`config.mk`:
```
export PLATFORM = sky130hd
export DESIGN_NAME = coherence_bus_ctrl
export DESIGN_NICKNAME = d
export VERILOG_FILES = /design/src/rtl/coherence_bus_ctrl.sv
export SDC_FILE = /design/constraint.sdc
export NUM_CORES = 1
export LEC_CHECK = 0
export BUFFER_PORTS_ARGS = -buffer_cell sky130_fd_sc_hd__buf_4
export CAP_MARGIN = 15
export CORE_AREA = 2 2 198 200
export DETAILED_ROUTE_END_ITERATION = 8
export DIE_AREA = 0 0 200 202
export GPL_ROUTABILITY_DRIVEN = 0
export GPL_TIMING_DRIVEN = 0
export PLACE_DENSITY = 0.35
export SLEW_MARGIN = 20
export SYNTH_ARGS = -nofsm -noshare
export SYNTH_HDL_FRONTEND = slang
export SYNTH_SLANG_ARGS = --single-unit
```
`constraint.sdc`:
```
create_clock -name CLK -period 3.65 [get_ports CLK]
set_input_delay 0.365 -clock CLK [delete_from_list [all_inputs] [get_ports CLK]]
set_output_delay 0.365 -clock CLK [all_outputs]
set_load 0.01 [all_outputs]
```
`src/rtl/coherence_bus_ctrl.sv`:
```
// MSI snoopy-bus controller/arbiter between two cores' L1 caches and a single-port RAM.
// Define ARB_ROUND_ROBIN_EN for round-robin tie-breaking; otherwise core 0 always wins ties.
module coherence_bus_ctrl #(
    parameter int WORD_W        = 32,
    parameter int SNOOP_TIMEOUT = 15
) (
    input  logic                   CLK,
    input  logic                   RST,
    input  logic [1:0]             iREN,
    input  logic [1:0][WORD_W-1:0] iaddr,
    output logic [1:0]             iwait,
    output logic [1:0][WORD_W-1:0] iload,
    input  logic [1:0]             dREN,
    input  logic [1:0]             dWEN,
    input  logic [1:0][WORD_W-1:0] daddr,
    input  logic [1:0][WORD_W-1:0] dstore,
    output logic [1:0]             dwait,
    output logic [1:0][WORD_W-1:0] dload,
    input  logic [1:0]             cctrans,
    input  logic [1:0]             ccwrite,
    output logic [1:0]             ccwait,
    output logic [1:0]             ccinv,
    output logic [1:0][WORD_W-1:0] ccsnoopaddr,
    output logic                   ramREN,
    output logic                   ramWEN,
    output logic [WORD_W-1:0]      ramaddr,
    output logic [WORD_W-1:0]      ramstore,
    input  logic [WORD_W-1:0]      ramload,
    input  logic [1:0]             ramstate
);

    localparam logic [2:0] ST_IDLE   = 3'd0;
    localparam logic [2:0] ST_WB     = 3'd1;
    localparam logic [2:0] ST_SNOOP  = 3'd2;
    localparam logic [2:0] ST_C2C    = 3'd3;
    localparam logic [2:0] ST_FILL   = 3'd4;
    localparam logic [2:0] ST_IFETCH = 3'd5;

    localparam logic [1:0] RAM_ACCESS = 2'd2;
    localparam logic [3:0] TMO_LIMIT  = 4'(SNOOP_TIMEOUT);

    logic [2:0] r_state;
    logic       r_core;
    logic       r_blk;
    logic       r_rr;
    logic [3:0] r_tmo;

    logic [2:0] w_nextState;
    logic       w_grantCore;
    logic       w_peer;
    logic       w_access;
    logic       w_active;
    logic       w_twoWord;
    logic       w_blockDone;

    function automatic logic pickCore(input logic [1:0] req, input logic tie);
        if (req == 2'b11) begin
            return tie;
        end
        return req[1];
    endfunction

    assign w_peer    = ~r_core;
    assign w_access  = (ramstate == RAM_ACCESS);
    assign w_twoWord = (r_state == ST_WB) || (r_state == ST_C2C) || (r_state == ST_FILL);

    // The owner must hold its request for the whole transaction; dropping it aborts.
    always_comb begin
        w_active = 1'b0;
        case (r_state)
            ST_WB:                     w_active = dWEN[r_core];
            ST_SNOOP, ST_C2C, ST_FILL: w_active = dREN[r_core];
            ST_IFETCH:                 w_active = iREN[r_core];
            default:                   w_active = 1'b0;
        endcase
    end

    assign w_blockDone = w_active && w_access &&
                         ((r_state == ST_IFETCH) || (w_twoWord && r_blk));

    always_comb begin
        w_nextState = r_state;
        w_grantCore = 1'b0;
        case (r_state)
            ST_IDLE: begin
                if (|dWEN) begin
                    w_grantCore = pickCore(dWEN, r_rr);
                    w_nextState = ST_WB;
                end else if (|dREN) begin
                    w_grantCore = pickCore(dREN, r_rr);
                    w_nextState = cctrans[w_grantCore] ? ST_SNOOP : ST_FILL;
                end else if (|iREN) begin
                    w_grantCore = pickCore(iREN, r_rr);
                    w_nextState = ST_IFETCH;
                end
            end
            ST_SNOOP: begin
                if (!w_active) begin
                    w_nextState = ST_IDLE;
                end else if (cctrans[w_peer] && ccwrite[w_peer]) begin
                    w_nextState = ST_C2C;
                end else if (cctrans[w_peer] || (r_tmo == TMO_LIMIT)) begin
                    w_nextState = ST_FILL;
                end
            end
            ST_WB, ST_C2C, ST_FILL, ST_IFETCH: begin
                if (!w_active || w_blockDone) begin
                    w_nextState = ST_IDLE;
                end
            end
            default: w_nextState = ST_IDLE;
        endcase
    end

    always_ff @(posedge CLK) begin
        if (RST) begin
            r_state <= ST_IDLE;
            r_core  <= 1'b0;
            r_blk   <= 1'b0;
            r_tmo   <= 4'd0;
            r_rr    <= 1'b0;
        end else begin
            r_state <= w_nextState;
            if (r_state == ST_IDLE) begin
                r_core <= w_grantCore;
                r_blk  <= 1'b0;
                r_tmo  <= 4'd0;
            end else begin
                if (r_state == ST_SNOOP) begin
                    r_tmo <= r_tmo + 4'd1;
                end
                if (w_twoWord && w_active && w_access) begin
                    r_blk <= ~r_blk;
                end
            end
`ifdef ARB_ROUND_ROBIN_EN
            if (w_blockDone) begin
                r_rr <= ~r_core;
            end
`else
            r_rr <= 1'b0;
`endif
        end
    end

    // In a cache-to-cache transfer the peer's dirty words go to RAM and to the requester at once.
    always_comb begin
        iwait       = 2'b11;
        dwait       = 2'b11;
        iload       = '0;
        dload       = '0;
        ccwait      = 2'b00;
        ccinv       = 2'b00;
        ccsnoopaddr = '0;
        ramREN      = 1'b0;
        ramWEN      = 1'b0;
        ramaddr     = '0;
        ramstore    = '0;
        if (w_active) begin
            case (r_state)
                ST_WB: begin
                    ramWEN        = 1'b1;
                    ramaddr       = daddr[r_core];
                    ramstore      = dstore[r_core];
                    dwait[r_core] = ~w_access;
                end
                ST_SNOOP: begin
                    ccwait[w_peer]      = 1'b1;
                    ccsnoopaddr[w_peer] = daddr[r_core];
                    ccinv[w_peer]       = ccwrite[r_core];
                end
                ST_C2C: begin
                    ccwait[w_peer] = 1'b1;
                    ramWEN         = 1'b1;
                    ramaddr        = daddr[w_peer];
                    ramstore       = dstore[w_peer];
                    dload[r_core]  = dstore[w_peer];
                    if (w_access) begin
                        dwait[r_core] = 1'b0;
                        dwait[w_peer] = 1'b0;
                    end
                end
                ST_FILL: begin
                    ramREN        = 1'b1;
                    ramaddr       = daddr[r_core];
                    dload[r_core] = ramload;
                    dwait[r_core] = ~w_access;
                end
                ST_IFETCH: begin
                    ramREN        = 1'b1;
                    ramaddr       = iaddr[r_core];
                    iload[r_core] = ramload;
                    iwait[r_core] = ~w_access;
                end
                default: begin
                    ramREN = 1'b0;
                end
            endcase
        end
    end

endmodule

```
Yosys cells after proc, flatten, opt, wreduce, memory -nomap -nowiden
Index checks and enable logic that the tools add are counted.
- output and inout bits: 266
- word-level logic and storage cells: 149
- RAM bits: 0
- bits in latches: 0
- input port bits: 238
- register bits: 9
- ROM bits: 0
- memories: 0
- div/mod/pow operators: 0
- add/sub/neg operators: 1
- reductions and logical operators: 26
- equality and inequality tests: 13
- multiply operators: 0
- bitwise gates (word level): 11
- mux-type cells: 89
- shift operators: 0
- $lt $le $gt $ge: 5
- operator list (cell ; number):
    32-bit two-way mux ; 14
    64-bit two-way mux ; 5
    64-bit AND ; 3
    64-bit one-hot mux with 2 select lines ; 1
    32-bit one-hot mux with 3 select lines ; 1
    32-bit demux with 1-bit select ; 2
    32-bit one-hot mux with 2 select lines ; 1
    1-bit two-way mux ; 44
    3-bit two-way mux ; 8
    2-bit two-way mux ; 8
    2-bit OR reduction ; 8
    3-bit one-hot mux with 3 select lines ; 1
    2-bit equality test (second input constant) ; 4
    1-bit logical AND ; 8
    4-bit inequality test (second input constant) ; 2
    3-bit by 2-bit equality test with 1-bit output (second input constant) ; 2
    3-bit equality test (second input constant) ; 2
    1-bit by 2-bit < comparator with 1-bit output (second input constant) ; 3
    1-bit logical OR ; 5
    4-bit by 1-bit adder with 4-bit output (second input constant) ; 1
    2-bit AND ; 2
    4-bit equality test (second input constant) ; 1
    2-bit inverter ; 2
    2-bit one-hot mux with 2 select lines ; 1
    other kinds (12) ; 16

Depth between registers and ports, before layout
- depth after elaboration: 15
- depth in mapped cells: 9
- depth with buffers taken out: 6

Worst setup path after synthesis
Ideal clock, no wire load.
- path kind: reg2out
- start: register r_state[2]
- end: output ramstore[10]
- buffers on the path: 4
- path slack: 1.601 ns
- cell stages (with the launch flop): 9
- arrival time: 1.684 ns
- required time: 3.285 ns
- cell sequence: dfxtp_1 -> buf_4 -> nor2b_1 -> and2_1 -> buf_2 -> buf_2 -> clkbuf_1 -> a221oi_1 -> nor3_1
- longest elaborated chain between the ends: 4
- elaborated cells on any way between the ends: 9
- those cells by class: eq/ne: 5; mux: 3; reduce/logical: 1
- RTL lines (element ; line ; text):
    from (decl) ; 42 ; logic [2:0] r_state;
    from (signal assigned) ; 123 ; r_state <= w_nextState;
    3-bit by 2-bit equality test with 1-bit output (tied with other cells) ; 70, 160 ;
    3-bit OR reduction ; 70 ; case (r_state)
    1-bit one-hot mux with 3 select lines ; 70 ;
    32-bit two-way mux (*) ; 159 ; if (w_active) begin
    to (decl) ; 27 ; output logic [WORD_W-1:0] ramstore,
Every way passes the cells marked *; elsewhere a longest branch is shown, timed or not.

==> impl_metrics.ini <==
[outcome]
status = finished clean

[hold_path]
worstHoldStart = dWEN[0]
min_path_cells = 4
worstHoldPathType = in2reg
min_to = r_core$_SDFFE_PP0P_

[clock_tree]
cts_buffers = 3
cts-resized-gates = 0
clockBufferDepth = 2
cts_root_buffer = clkbuf_16
cts_tree = done
postCtsSetupBuffers = 0
clock-sinks = 9
htree_levels = 1
insertion_delay_ns = 0.24
clkTransAtPathRegs_ns = 0.04
hold_buffers = 0

[global_route]
grt_max_degree = 11
grt-ovfl-total = 0
antenna_found_initial = 1
grt_first_pass_wirelength_um = 59700
grt_use_total = 0.198
first_global_vias = 8589

[floorplanning]
die-area_um2 = 40400
initial_core_util = 0.121
rows = 72
coreArea_um2 = 38300
die_h_um = 202
ios = 504
fp.dieW_um = 200

[placement]
placed_cells = 1744
numPortBuffers = 502
dp_hpwl_um = 35700
place_ws_ns = 0.285

[setup_path]
rr_startpoint = r_core$_SDFFE_PP0P_
critPathMaxStageDelay_ns = 0.83
crit_slowest_cell = clkbuf_1
path_buf_inv = 6
crit_family = buffers and inverters
start_kind = flip-flop
critPathArrivalTime_ns = 3.26
rrSetupSlack_ns = 1.25
endpoint_kind = output port
reg2reg_depth = 7
required_ns = 3.28
cp_common_cell = clkbuf_1
crit_type = reg2out
cp_max_fo = 10
rr_endpoint = r_blk$_SDFFE_PP0P_
crit_path_cell_trace = buf_6 > inv_1 > clkbuf_1 > clkbuf_1 > clkbuf_1 > and3_1 > buf_4

[timing]
fin_crit_sh = 0.992
period_minus_slack_ns = 3.62
worst_pin_slew_ns = 1.02
finalSetupViolCount = 0
fin_skew_ns = 0.00203
slew_headroom = 0.317
fmax_mhz = 276
hold_viol_final = 0
fin_ws_ns = 0.0292
tns_ns = 0
grt_setup_unrepaired = false
slew_viol_final = 0

[route]
drt_iter0_drc = 417
via_per_inst = 4.83
routedWlPerCell_um = 24.6
postRouteAntennaNets = 0
first_pass_iters = 5
wl_um = 43000
drc = 0
vias = 8443

[yosys]
syn_area_per_cell_um2 = 6.41
synthCells = 723
synth-main-ff-cell = dfxtp_1
ys_warn_count = 0
synth-edff-count = 0
ys_seq_area_frac = 0.0389
async_reset_ff_frac = 0
syn_nets = 962
syn_area_um2 = 4630
synth_seq_cells = 9
synth_cell_types = 45

[power_and_ir_drop]
finalPower_uw = 1770
ir_drop_v = 0.000121
p_leak_uw = 0.00428
power_density_nw_per_um2 = 194

[finish]
seqCellArea_um2 = 180
fillCellCount = 4408
final_nets = 1470
instances_no_fill = 1749
multi_input_area_um2 = 4030
syn2layout_area_growth_pct = 97.6
drive_above_1_share = 0.441

[run]
maxCapViolCount = 0
-- layout by cell type (no fill, tap or decap), types with 5 or more instances in the layout --
master / count
and2_1: 65
inv_1: 5
buf_4: 504
and3_1: 70
nor2_1: 80
nor2b_1: 5
nand2_1: 41
a21oi_1: 42
a221oi_1: 64
nor3_1: 37
dfxtp_1: 9
o21ai_0: 7
a22oi_1: 96
clkbuf_1: 71
buf_2: 22
a221o_1: 65
-- kinds of logic after synthesis --
group | share of synthesized area
multiplexers | 0.0108
adder cells (fa/ha/maj) | 0.00270
XOR/XNOR | 0.00189
flip-flops | 0.0389
AND/OR/NAND/NOR | 0.353
AO/OA/AOI/OAI | 0.499
buffers and inverters | 0.0940
-- power breakdown --
group / switching, uW / internal, uW / total [uW] / leakage (uW)
sequential: 7.06 / 105 / 112 / 0.0000731
combinational: 884 / 576 / 1460 / 0.00416
clock: 55.9 / 147 / 203 / 0.0000382
total: 947 / 828 / 1770 / 0.00428
-- sequential cells by signal (all words and copies together) (netlist names) --
signal,count
r_tmo,4
r_state,3
r_blk,1
r_core,1
-- worst max-delay path by stage --
stage                                        from              end  slack, ns  cells past startpoint
after floorplan           r_state[2]$_SDFFE_PP0P_     ramstore[10]       1.60                      8
after global placement    r_state[0]$_SDFFE_PP0P_        iload[17]     -0.009                      6
after detailed placement      r_core$_SDFFE_PP0P_  ccsnoopaddr[62]       0.28                      7
after CTS                     r_core$_SDFFE_PP0P_  ccsnoopaddr[62]       0.03                      7
after global routing          r_core$_SDFFE_PP0P_  ccsnoopaddr[62]      0.009                      7
final                         r_core$_SDFFE_PP0P_  ccsnoopaddr[62]       0.03                      7
-- routing by layer --
layer | vias up | GRT usage | wire length [um]
met5 | - | 0 | 0
met4 | 0 | 0.0270 | 567
li1 | 3881 | - | -
met1 | 4112 | 0.235 | 17000
met3 | 24 | 0.0275 | 3020
met2 | 426 | 0.381 | 22400
-- stage by stage --
stage / hold WS (ns) / utilization / area [um^2]
6_report: 0.440 / 0.239 / 9150
3_3_place_gp: 0.461 / 0.236 / 9050
3_5_place_dp: 0.478 / 0.237 / 9070
4_1_cts: 0.446 / 0.239 / 9150
2_1_floorplan: 0.449 / - / 4630
5_1_grt: 0.484 / 0.239 / 9150
-- worst register-to-register path, delay by kind of cell (launching register included) --
kind,cells,cell delay (ns)
AO/OA/AOI/OAI,4,0.90
buffers and inverters,2,0.62
flip-flops,1,0.43
multiplexers,1,0.38
-- cell type report --
| cell class | count | area share |
|---|---|---|
| timing repair buffer | 503 | 0.413 |
| clock buffer | 4 | 0.00861 |
| multi-input combinational | 609 | 0.441 |
| inverter | 5 | 0.00205 |
| antenna | 1 | 0.000273 |
| sequential | 9 | 0.0197 |
| tap | 518 | 0.0708 |
| buffer | 100 | 0.0455 |
-- cell usage after synthesis (2+ instances only) --
master / n / area (um^2)
a211o_1: 2 / 17.5
a211oi_1: 3 / 22.5
a21oi_1: 42 / 210
a221o_1: 65 / 651
a221oi_1: 64 / 561
a22oi_1: 96 / 721
and2_1: 65 / 407
and3_1: 70 / 438
and3b_1: 2 / 17.5
buf_1: 4 / 15.0
buf_2: 22 / 110
clkbuf_1: 70 / 263
clkbuf_2: 2 / 10.0
dfxtp_1: 9 / 180
inv_1: 5 / 18.8
mux2_2: 2 / 22.5
mux2i_2: 2 / 27.5
nand2_1: 41 / 154
nand2b_1: 2 / 12.5
nand3_1: 2 / 10.0
nor2_1: 80 / 300
nor2b_1: 5 / 31.3
nor3_1: 39 / 195
o21ai_0: 7 / 35.0
or3_1: 2 / 12.5
Power figures use the tool's default switching activity.
